--- src/rtl/trap_sequencer.sv ---
// Machine-mode trap / mret sequencer: stalls and flushes the pipeline, issues one CSR write per cycle, then redirects the PC.
// Optional build macro TRAP_MTVAL_EN adds the TVAL state that writes mtval (0x343).
module trap_sequencer (
  input  logic        clk_i,
  input  logic        reset_i,
  input  logic        valid_i,
  input  logic [31:0] pc_i,
  input  logic [31:0] instr_i,
  input  logic        ecall_i,
  input  logic        ebreak_i,
  input  logic        mret_i,
  input  logic        illegal_instr_i,
  input  logic        irq_i,
  input  logic [31:0] mstatus_i,
  input  logic [31:0] mtvec_i,
  input  logic [31:0] mepc_i,
  output logic        stall_o,
  output logic        flush_o,
  output logic        csr_wen_o,
  output logic [11:0] csr_addr_o,
  output logic [31:0] csr_wdata_o,
  output logic        pc_redirect_o,
  output logic [31:0] pc_target_o,
  output logic        busy_o
);

  localparam logic [11:0] CSR_MSTATUS = 12'h300;
  localparam logic [11:0] CSR_MEPC    = 12'h341;
  localparam logic [11:0] CSR_MCAUSE  = 12'h342;
  localparam logic [11:0] CSR_MTVAL   = 12'h343;

  typedef enum logic [2:0] {
    S_IDLE, S_FLUSH, S_EPC, S_CAUSE, S_TVAL, S_STATUS, S_REDIRECT
  } state_e;

  typedef enum logic [2:0] {
    EV_IRQ, EV_ILLEGAL, EV_EBREAK, EV_ECALL, EV_MRET
  } event_e;

  state_e      state_q, state_d;
  event_e      event_q, event_d;
  logic [31:0] pc_q, pc_d;
  logic [31:0] mstatus_q, mstatus_d;
  logic [31:0] mtvec_q, mtvec_d;
  logic [31:2] mepc_q, mepc_d;
  logic [31:0] pc_target_q, pc_target_d;

  logic        irq_take;
  logic        any_event;
  logic        detect;
  event_e      event_det;
  logic [31:0] cause;
  logic [31:0] status_wdata;
  logic [31:0] target;
  logic [31:0] tvec_base;

`ifdef TRAP_MTVAL_EN
  logic [31:0] instr_q, instr_d;
  logic [31:0] tval;
  logic        unused_inputs;
  assign unused_inputs = ^mepc_i[1:0];
`else
  logic        unused_inputs;
  assign unused_inputs = ^{instr_i, mepc_i[1:0]};
`endif

  // Detection is only meaningful in IDLE; the interrupt outranks every synchronous event.
  assign irq_take  = irq_i & mstatus_i[3];
  assign any_event = irq_take | illegal_instr_i | ebreak_i | ecall_i | mret_i;
  assign detect    = (state_q == S_IDLE) & valid_i & any_event;

  always_comb begin
    // NOTE: every always_comb output gets a default first so no path can infer a latch.
    event_det = EV_MRET;
    if (irq_take)             event_det = EV_IRQ;
    else if (illegal_instr_i) event_det = EV_ILLEGAL;
    else if (ebreak_i)        event_det = EV_EBREAK;
    else if (ecall_i)         event_det = EV_ECALL;
  end

  always_comb begin
    event_d   = detect ? event_det : event_q;
    pc_d      = detect ? pc_i      : pc_q;
    mstatus_d = detect ? mstatus_i : mstatus_q;
    mtvec_d   = detect ? mtvec_i   : mtvec_q;
    mepc_d    = detect ? mepc_i[31:2] : mepc_q;
`ifdef TRAP_MTVAL_EN
    instr_d   = detect ? instr_i   : instr_q;
`endif
  end

  always_comb begin
    cause = 32'd11;
    case (event_q)
      EV_IRQ:     cause = 32'h8000_000B;
      EV_ILLEGAL: cause = 32'd2;
      EV_EBREAK:  cause = 32'd3;
      default:    cause = 32'd11;
    endcase
  end

`ifdef TRAP_MTVAL_EN
  always_comb begin
    tval = 32'd0;
    if (event_q == EV_ILLEGAL)     tval = instr_q;
    else if (event_q == EV_EBREAK) tval = pc_q;
  end
`endif

  // Trap entry stacks MIE into MPIE; mret restores it and re-arms MPIE. MPP is always machine mode.
  always_comb begin
    status_wdata = mstatus_q;
    if (event_q == EV_MRET) begin
      status_wdata[3] = mstatus_q[7];
      status_wdata[7] = 1'b1;
    end else begin
      status_wdata[7] = mstatus_q[3];
      status_wdata[3] = 1'b0;
    end
    status_wdata[12:11] = 2'b11;
  end

  // Only mode 2'b01 vectors, and only interrupts; 2'b1x falls back to direct.
  always_comb begin
    tvec_base = {mtvec_q[31:2], 2'b00};
    target    = tvec_base;
    if (event_q == EV_MRET) begin
      target = {mepc_q, 2'b00};
    end else if ((mtvec_q[1:0] == 2'b01) && (event_q == EV_IRQ)) begin
      target = tvec_base + 32'd44;
    end
  end

  always_comb begin
    state_d       = state_q;
    pc_target_d   = pc_target_q;
    flush_o       = 1'b0;
    csr_wen_o     = 1'b0;
    csr_addr_o    = 12'h000;
    csr_wdata_o   = 32'd0;
    pc_redirect_o = 1'b0;
    case (state_q)
      S_IDLE: begin
        if (detect) state_d = S_FLUSH;
      end
      S_FLUSH: begin
        flush_o = 1'b1;
        state_d = (event_q == EV_MRET) ? S_STATUS : S_EPC;
      end
      S_EPC: begin
        csr_wen_o   = 1'b1;
        csr_addr_o  = CSR_MEPC;
        csr_wdata_o = pc_q;
        state_d     = S_CAUSE;
      end
      S_CAUSE: begin
        csr_wen_o   = 1'b1;
        csr_addr_o  = CSR_MCAUSE;
        csr_wdata_o = cause;
`ifdef TRAP_MTVAL_EN
        state_d     = S_TVAL;
`else
        state_d     = S_STATUS;
`endif
      end
`ifdef TRAP_MTVAL_EN
      S_TVAL: begin
        csr_wen_o   = 1'b1;
        csr_addr_o  = CSR_MTVAL;
        csr_wdata_o = tval;
        state_d     = S_STATUS;
      end
`endif
      S_STATUS: begin
        csr_wen_o   = 1'b1;
        csr_addr_o  = CSR_MSTATUS;
        csr_wdata_o = status_wdata;
        pc_target_d = target;
        state_d     = S_REDIRECT;
      end
      S_REDIRECT: begin
        pc_redirect_o = 1'b1;
        state_d       = S_IDLE;
      end
      default: state_d = S_IDLE;
    endcase
  end

  // NOTE: sequential state uses non-blocking assignments so every flop samples pre-edge values.
  always_ff @(posedge clk_i or negedge reset_i) begin
    if (!reset_i) begin
      // NOTE: the capture registers are reset as well, so no X can reach the CSR write port after reset.
      state_q     <= S_IDLE;
      event_q     <= EV_ECALL;
      pc_q        <= 32'd0;
      mstatus_q   <= 32'd0;
      mtvec_q     <= 32'd0;
      mepc_q      <= 30'd0;
      pc_target_q <= 32'd0;
`ifdef TRAP_MTVAL_EN
      instr_q     <= 32'd0;
`endif
    end else begin
      state_q     <= state_d;
      event_q     <= event_d;
      pc_q        <= pc_d;
      mstatus_q   <= mstatus_d;
      mtvec_q     <= mtvec_d;
      mepc_q      <= mepc_d;
      pc_target_q <= pc_target_d;
`ifdef TRAP_MTVAL_EN
      instr_q     <= instr_d;
`endif
    end
  end

  // Stall is gated by reset so every output drops to 0 while reset is held.
  assign busy_o      = (state_q != S_IDLE);
  assign stall_o     = reset_i & (busy_o | detect);
  assign pc_target_o = pc_target_q;

endmodule

--- config.mk ---
export PLATFORM = sky130hd
export DESIGN_NAME = trap_sequencer
export DESIGN_NICKNAME = d
export VERILOG_FILES = /design/src/rtl/trap_sequencer.sv
export SDC_FILE = /design/constraint.sdc
export NUM_CORES = 1
export LEC_CHECK = 0
export CAP_MARGIN = 20
export CORE_UTILIZATION = 45
export DETAILED_ROUTE_END_ITERATION = 16
export PLACE_DENSITY = 0.86
export SETUP_SLACK_MARGIN = 0.5
export SLEW_MARGIN = 20
export SYNTH_ARGS = -nofsm -noshare
export SYNTH_HDL_FRONTEND = slang
export SYNTH_SLANG_ARGS = --single-unit
export TNS_END_PERCENT = 5
--- constraint.sdc ---
create_clock -name clk_i -period 2.8 [get_ports clk_i]
set_input_delay 0.56 -clock clk_i [delete_from_list [all_inputs] [get_ports clk_i]]
set_output_delay 0.56 -clock clk_i [all_outputs]
set_load 0.005 [all_outputs]
Word-level counts from Yosys, hierarchy flattened --
Cells that the tools add are included.
Storage, ports and cells: flip-flop bits (word level) 164, input port bits 168, output and inout port bits 81
Operators by class: $add $sub $neg 1, eq/ne operators 10, multiplexer cells 17, bitwise operators 9, reductions and logical operators 5
Operators with widths (number):
- 32-bit case mux with 3 select lines | 2
- 32-bit two-way mux | 2
- 32-bit by 6-bit adder with 32-bit output (second input constant) | 1
- 10-bit case mux with 3 select lines | 1
- 3-bit two-way mux | 6
- 3-bit case mux with 5 select lines | 1
- 3-bit by 2-bit equality test with 1-bit output (second input constant) | 3
- 3-bit equality test (second input constant) | 3
- 3-bit by 1-bit equality test with 1-bit output (second input constant) | 2
- 3-bit zero test | 2
- 1-bit two-way mux | 5
- 1-bit OR | 5
- 1-bit AND | 4
- 3-bit nonzero test | 1
- 3-bit OR reduction | 1
- 2-bit by 1-bit equality test with 1-bit output (second input constant) | 1
- 2-bit inequality test (second input constant) | 1
- 1-bit logical AND | 1

Longest topological paths before layout --
Gate-level depths: netlist of run 1.
word-level depth 8, mapped depth 8

Least setup slack after synthesis of run 1 --
Ideal clock, no wire load.
kind in2reg, start input irq_i, end register mepc_q[10] (netlist bit), arrival time 1958 ps, data required time 2675 ps, path slack 717 ps, stages 7, path buffers 3, cell sequence a2111o_1 o21ai_1 or2_1 buf_2 buf_4 buf_4 mux2_2
Between the ends: cells in the longest elaborated chain, start to end 6
RTL lines:
- start, declared | line 13 | input logic irq_i,
- 1-bit AND | line 68 | assign irq_take = irq_i & mstatus_i[3];
- 1-bit OR (4 in a row) | line 69 | assign any_event = irq_take | illegal_instr_i | ebreak_i | ecall_i | mret_i;
- 1-bit AND | line 70 | assign detect = (state_q == S_IDLE) & valid_i & any_event;
- end signal, assigned | line 209 | mepc_q <= mepc_d;
- end, declared | line 45 | logic [31:2] mepc_q, mepc_d;
Every way passes these cells. A chain may end at the register's enable or synchronous reset.

Worst setup path in the final report of run 1 --
start register state_q[2], end output csr_wdata_o[26]
Between the ends: cells in the longest elaborated chain, start to end 2, elaborated cells between the ends (all ways) 4
RTL lines:
- start, declared | line 40 | state_e state_q, state_d;
- start signal, assigned | line 204 | state_q <= state_d;
- 3-bit equality test or 3-bit by 2-bit equality test with 1-bit output (tied branches) | line 142 | case (state_q)
- 32-bit case mux with 3 select lines (*) | line 142
- end, declared | line 21 | output logic [31:0] csr_wdata_o,
Mark *: on every way between the ends. The rest lies on a longest branch, timed or not.

==> impl_metrics.py, run 1 <==
metrics = {
    "pwr": {
        "power_frac_comb": 0.406,
        "power_frac_seq": 0.393,
        "p_clk_frac": 0.201,
        "switching_share": 0.3196,
        "total_leakage_power_uw": 0.004464,
        "p_per_area_mw_per_mm2": 1039,
        "ir_worst_vdd_uv": 490.3,
        "internal_power_uw": 7398,
        "p_switching_uw": 3475,
    },
    "flow_run": {
        "max_cap_violations": 0,
    },
    "final_layout": {
        "syn2layout_area_growth_pct": 42.70,
        "fin_util": 0.6591,
        "fillers": 1196,
        "final_nets": 989,
        "antenna_cells": 0,
        "drive_gt1_frac": 0.2689,
        "register_area_mm2": 0.004008,
        "multi_input_area_mm2": 0.003089,
    },
    "clock_tree": {
        "path_clk_slew_ns": 0.06,
        "tritoncts": "done",
        "cts_buffers": 17,
        "max-clock-path-buffers": 2,
        "insertion_delay_ns": 0.42,
        "clockRootBuffer": "clkbuf_16",
        "ctsHoldBuffers": 0,
        "cts-htree-levels": 4,
        "clkSinkCount": 160,
    },
    "route": {
        "dr.first_iter.drc_count": 288,
        "drc": 0,
        "vias_per_cell": 5.260,
        "ant_nets": 0,
        "drt_wl_total_um": 19410,
        "firstDrtPassIters": 4,
        "vias": 5518,
        "drt-wirelength-per-cell_um": 18.50,
    },
    "synthesis": {
        "synth_edf_count": 0,
        "avgSynthCellArea_um2": 12.33,
        "synth.top_cells.by_area": "dfrtp_1 54%, mux2_2 19%, xnor2_1 3.5%, o21ai_0 3.1%, a22o_1 3.1%",
        "synth_top_area_share": 0.5389,
        "synth_warnings": 0,
        "synthFlopType": "dfrtp_1",
        "ys_types": 48,
        "synth_seq_area_share": 0.5460,
        "async_reset_ff_frac": 1.000,
        "ys_seq_elements": 160,
        "synthCells": 595,
        "yosys-top-cells-count": "158 x dfrtp_1, 124 x mux2_2, 46 x o21ai_0",
        "synth_largest_area_cell": "dfrtp_1",
        "syn_area_mm2": 0.007337,
        "synth.most_common_cell": "dfrtp_1",
    },
    "floorplanning": {
        "core-area_mm2": 0.01589,
        "die-area_mm2": 0.01682,
        "die_w_um": 129.7,
        "rows": 46,
        "die_height_um": 129.7,
        "start_util": 0.4619,
        "io-pin-count": 249,
    },
    "worst_setup_path": {
        "r2r_cells": 7,
        "path_buf_inv": 5,
        "crit_path_top_delay_cell": "dfrtp_1",
        "r2r_end": "pc_target_o[14]",
        "path_max_fanout": 7,
        "path_cells": "buf_6, and2_4, buf_4, buf_12, buf_12, a22o_1, clkdlybuf4s15_1",
        "crit_path_end_kind": "primary output",
        "r2r_slack_ns": 0.63,
        "r2r-start": "state_q[1]",
        "cp.arrival_ns": 1.94,
        "cp.required_ns": 2.24,
        "cp_top_family": "buffers and inverters",
        "path_class": "reg2out",
        "cp_common_cell": "buf_12",
        "cp-start-kind": "flop",
        "critPathMaxStageDelay_ns": 0.39,
    },
    "grt": {
        "grt_pass1_vias": 5493,
        "gr-total-overflow": 0,
        "grt_max_degree": 161,
        "grt_usage": 0.2343,
        "antenna_found_initial": 0,
        "grt_pass1_wl_um": 29500,
    },
    "sta": {
        "hold_viol": 0,
        "tightest_slew_ns": 0.8608,
        "finalSetupViolCount": 0,
        "fmax_mhz": 399.7,
        "slew_headroom": 0.4247,
        "holdWs_ns": 0.2962,
        "period_needed_ns": 2.502,
        "fin_skew_ns": 0.01388,
        "tns_ns": 0,
        "layout_setup_ws_ns": 0.2979,
        "slew_viol_final": 0,
        "fin_crit_sh": 0.8936,
        "rsz0062_at_grt": "true",
    },
    "place": {
        "dp_hpwl_um": 12560,
        "io_buffers": 203,
        "post-place-ws_ns": 0.03547,
        "gp_congestion": 0.7691,
    },
    "run_status": {
        "status": "finished, final reports clean",
    },
    "min_path": {
        "hold_class": "in2async",
    },
}
==> flip-flops by register name, indices dropped and copies added (netlist names) <==
signal	flops
mstatus_q	30
pc_q	32
mepc_q	30
event_q	3
state_q	3
mtvec_q	32
pc_target_o	30
==> per-stage QoR <==
| step | std cells | cell area [um^2] | total power, uW |
|---|---|---|---|
| after global routing | 1049 | 10470 | 11550 |
| final | 1049 | 10470 | 10870 |
| after floorplan | 603 | 7367 | 6597 |
| after detailed placement | 996 | 9629 | 8451 |
| after CTS | 1046 | 10440 | 10870 |
| after global placement | 996 | 9629 | 8263 |
==> worst max path at each step <==
stage / from / to / slack [ns] / cells after the start
final: state_q[2] / csr_wdata_o[26] / 0.30 / 7
after global routing: state_q[2] / csr_wdata_o[6] / 0.23 / 7
after CTS: illegal_instr_i / stall_o / 0.28 / 5
after detailed placement: illegal_instr_i / stall_o / 0.04 / 5
after global placement: irq_i / stall_o / 0.04 / 5
after floorplan: irq_i / mepc_q[10] / 0.72 / 7
==> routing by layer <==
| metal | GRT usage | vias up | share of wire |
|---|---|---|---|
| met4 | 0.09781 | 0 | 0.029 |
| li1 | - | 2567 | - |
| met3 | 0.05002 | 44 | 0.038 |
| met2 | 0.3762 | 160 | 0.50 |
| met1 | 0.3092 | 2747 | 0.43 |
| met5 | 0 | - | 0 |
==> power by group through the flow <==
stage / Clock, uW / Sequential (uW) / Combinational, uW
CTS: 2230 / 4260 / 4390
detailed placement: 0 / 4290 / 4160
finish: 2180 / 4280 / 4410
global route: 2330 / 4430 / 4790
floorplan: 0 / 4090 / 2500
global placement: 0 / 4220 / 4050
==> logic make-up after synthesis <==
group / count (synthesis) / synth area share
flip-flops: 160 / 0.5460
multiplexers: 125 / 0.1917
AO/OA/AOI/OAI: 114 / 0.1030
AND/OR/NAND/NOR: 108 / 0.07827
buffers and inverters: 56 / 0.04297
XOR/XNOR: 30 / 0.03581
adder cells (fa/ha/maj): 1 / 0.001705
other: 1 / 0.0005111
==> cell usage in the layout, fill, tap and decap left out, types with 5 or more instances in the layout <==
| cell type | n |
|---|---|
| clkdlybuf4s50_1 | 169 |
| dfrtp_1 | 157 |
| mux2_2 | 124 |
| o21ai_0 | 43 |
| nand2_1 | 41 |
| xnor2_1 | 29 |
| a22o_1 | 26 |
| buf_4 | 25 |
| a22oi_1 | 23 |
| clkbuf_16 | 18 |
| dlygate4sd2_1 | 16 |
| nor2_1 | 12 |
| nor3_1 | 11 |
| conb_1 | 9 |
| clkdlybuf4s15_1 | 9 |
| buf_12 | 9 |
| inv_1 | 8 |
| o21ai_1 | 6 |
| a21oi_1 | 6 |
| nand3_1 | 6 |
| nor4_1 | 5 |
| buf_2 | 5 |
==> repair_timing <==
| action | CTS | global route |
|---|---|---|
| endpoints found under the hold margin | 0 | 0 |
| setup endpoints to repair | 41 | 138 |
| pin swaps | 6 | 4 |
| gates cloned | 3 | 1 |
| resized for setup | 71 | 14 |
| setup buffers | 15 | 2 |
==> layout make-up <==
class                   instances  share of cell area
clock buffers                  21             0.04302
clock inverters                11             0.01016
inverters                       9            0.003466
multi-input cells             387              0.2951
flip-flops and latches        160              0.3828
well taps                     216             0.02581
repair buffers                245              0.2397
Power figures use the tool's default switching activity.
==> run 2, diff against run 1 <==
MAX_ROUTING_LAYER = met4   (was default)
==> run 2 against run 1 <==
Effect of this change: setup slack got worse by 0.014 ns; largest cell class unchanged; largest power group unchanged; critical path type unchanged; global-route usage is 0.80 points higher; sequential power barely moved; die area did not move; highest routed layer unchanged.
==> impl_metrics.py, run 2 (synthesized netlist as in run 1, its figures left out) <==
metrics = {
    "worst_setup_path": {
        "path_cells": "buf_6, and2_4, buf_4, buf_12, buf_12, a22o_1, clkdlybuf4s15_1",
        "critPathMaxStageDelay_ns": 0.39,
        "path_buf_inv": 5,
        "cp_common_cell": "buf_12",
        "cp.arrival_ns": 1.96,
        "cp-start-kind": "flop",
        "cp.required_ns": 2.24,
        "crit_path_top_delay_cell": "dfrtp_1",
        "r2r-start": "state_q[1]",
        "r2r_cells": 7,
        "crit_path_end_kind": "primary output",
        "r2r_end": "pc_target_o[14]",
        "path_class": "reg2out",
        "path_max_fanout": 7,
        "cp_top_family": "buffers and inverters",
        "r2r_slack_ns": 0.63,
    },
    "pwr": {
        "total_leakage_power_uw": 0.004464,
        "ir_worst_vdd_uv": 491.0,
        "p_per_area_mw_per_mm2": 1040,
    },
    "sta": {
        "finalSetupViolCount": 0,
        "fmax_mhz": 397.4,
        "slew_viol_final": 0,
        "period_needed_ns": 2.516,
        "fin_crit_sh": 0.8986,
        "hold_viol": 0,
        "layout_setup_ws_ns": 0.2838,
        "slew_headroom": 0.4254,
        "rsz0062_at_grt": "true",
        "tns_ns": 0,
        "tightest_slew_ns": 0.8599,
        "fin_skew_ns": 0.008243,
    },
    "route": {
        "wl_met1_um": 8379,
        "ant_nets": 0,
        "firstDrtPassIters": 4,
        "wl_met2_um": 9738,
        "dr.first_iter.drc_count": 273,
        "vias_per_cell": 5.308,
        "met3_length_um": 761,
        "drc": 0,
        "maxUsedRoutingLayer": "met4",
        "drt_wl_total_um": 19420,
        "vias": 5568,
        "drt-wirelength-per-cell_um": 18.52,
    },
    "final_layout": {
        "final_nets": 989,
        "final_common_cell": "clkdlybuf4s50_1",
        "drive_gt1_frac": 0.2689,
        "syn2layout_area_growth_pct": 42.70,
        "top_regs": "mtvec_q x32, pc_q x32",
        "final_cell_mix": "169 x clkdlybuf4s50_1, 157 x dfrtp_1, 124 x mux2_2, 43 x o21ai_0, 41 x nand2_1",
        "antenna_cells": 0,
        "fillers": 1196,
    },
    "clock_tree": {
        "tritoncts": "done",
        "insertion_delay_ns": 0.42,
        "clockRootBuffer": "clkbuf_16",
        "cts_buffers": 17,
        "clkSinkCount": 160,
        "cts-htree-levels": 4,
        "max-clock-path-buffers": 2,
        "ctsHoldBuffers": 0,
        "path_clk_slew_ns": 0.06,
    },
    "floorplanning": {
        "core-area_mm2": 0.01589,
        "rows": 46,
        "io-pin-count": 249,
        "die_height_um": 129.7,
        "die_w_um": 129.7,
        "die-area_mm2": 0.01682,
        "start_util": 0.4619,
    },
    "place": {
        "dp_hpwl_um": 12560,
        "post-place-ws_ns": 0.03547,
        "io_buffers": 203,
        "gp_congestion": 0.7794,
    },
    "grt": {
        "grt_pass1_vias": 5500,
        "grt_usage": 0.2424,
        "antenna_found_initial": 0,
        "grt_pass1_wl_um": 29480,
        "gr-total-overflow": 0,
        "grt_max_degree": 161,
    },
    "min_path": {
        "hold_class": "in2async",
    },
    "run_status": {
        "status": "finished, final reports clean",
    },
    "flow_run": {
        "max_cap_violations": 0,
    },
}
## run 2: final cells by class
type	instances	area (um^2)	area share
Sequential cell	160	4008	0.3828
Timing Repair Buffer	245	2510	0.2397
Clock inverter	11	106.4	0.01016
Multi-Input combinational cell	387	3089	0.2951
Clock buffer	21	450.4	0.04302
Tap cell	216	270.3	0.02581
Inverter	9	36.28	0.003466
## run 2: power by group
group | internal [uW] | total (uW) | leakage, uW | switching [uW]
registers | 3480 | 4280 | 0.00192 | 804
clock network | 1250 | 2190 | 0.000264 | 933
logic | 2670 | 4420 | 0.00228 | 1750
## run 2: routing by layer
layer,track usage,up-vias
li1,-,2569
met1,0.3149,2790
met2,0.3734,164
met3,0.04715,45
met4,0.09918,0
met5,-,-
## run 2: worst max-delay path by stage
| stage | startpoint | cells past startpoint | end | slack (ns) |
|---|---|---|---|---|
| after floorplan | irq_i | 7 | mepc_q[10] | 0.72 |
| after global placement | irq_i | 5 | stall_o | 0.04 |
| after detailed placement | illegal_instr_i | 5 | stall_o | 0.04 |
| after CTS | illegal_instr_i | 5 | stall_o | 0.28 |
| after global routing | state_q[2] | 7 | csr_wdata_o[6] | 0.23 |
| final | state_q[2] | 7 | csr_wdata_o[26] | 0.28 |
## run 2: timing repair
item / 4_1_cts / 5_1_grt
buffers inserted: 15 / 2
gates cloned: 3 / 1
setup endpoints to repair: 41 / 138
resized for setup: 71 / 14
pin swaps: 6 / 4
## run 2: metrics by stage
step	total power (uW)	hold WS, ns	util	instance area (um^2)	cells
after floorplan	6597	0.2644	-	7367	603
after global placement	8263	0.4629	0.6062	9629	996
after detailed placement	8451	0.4724	0.6062	9629	996
after CTS	10870	0.3383	0.6571	10440	1046
after global routing	11550	0.3296	0.6591	10470	1049
final	10890	0.2770	0.6591	10470	1049
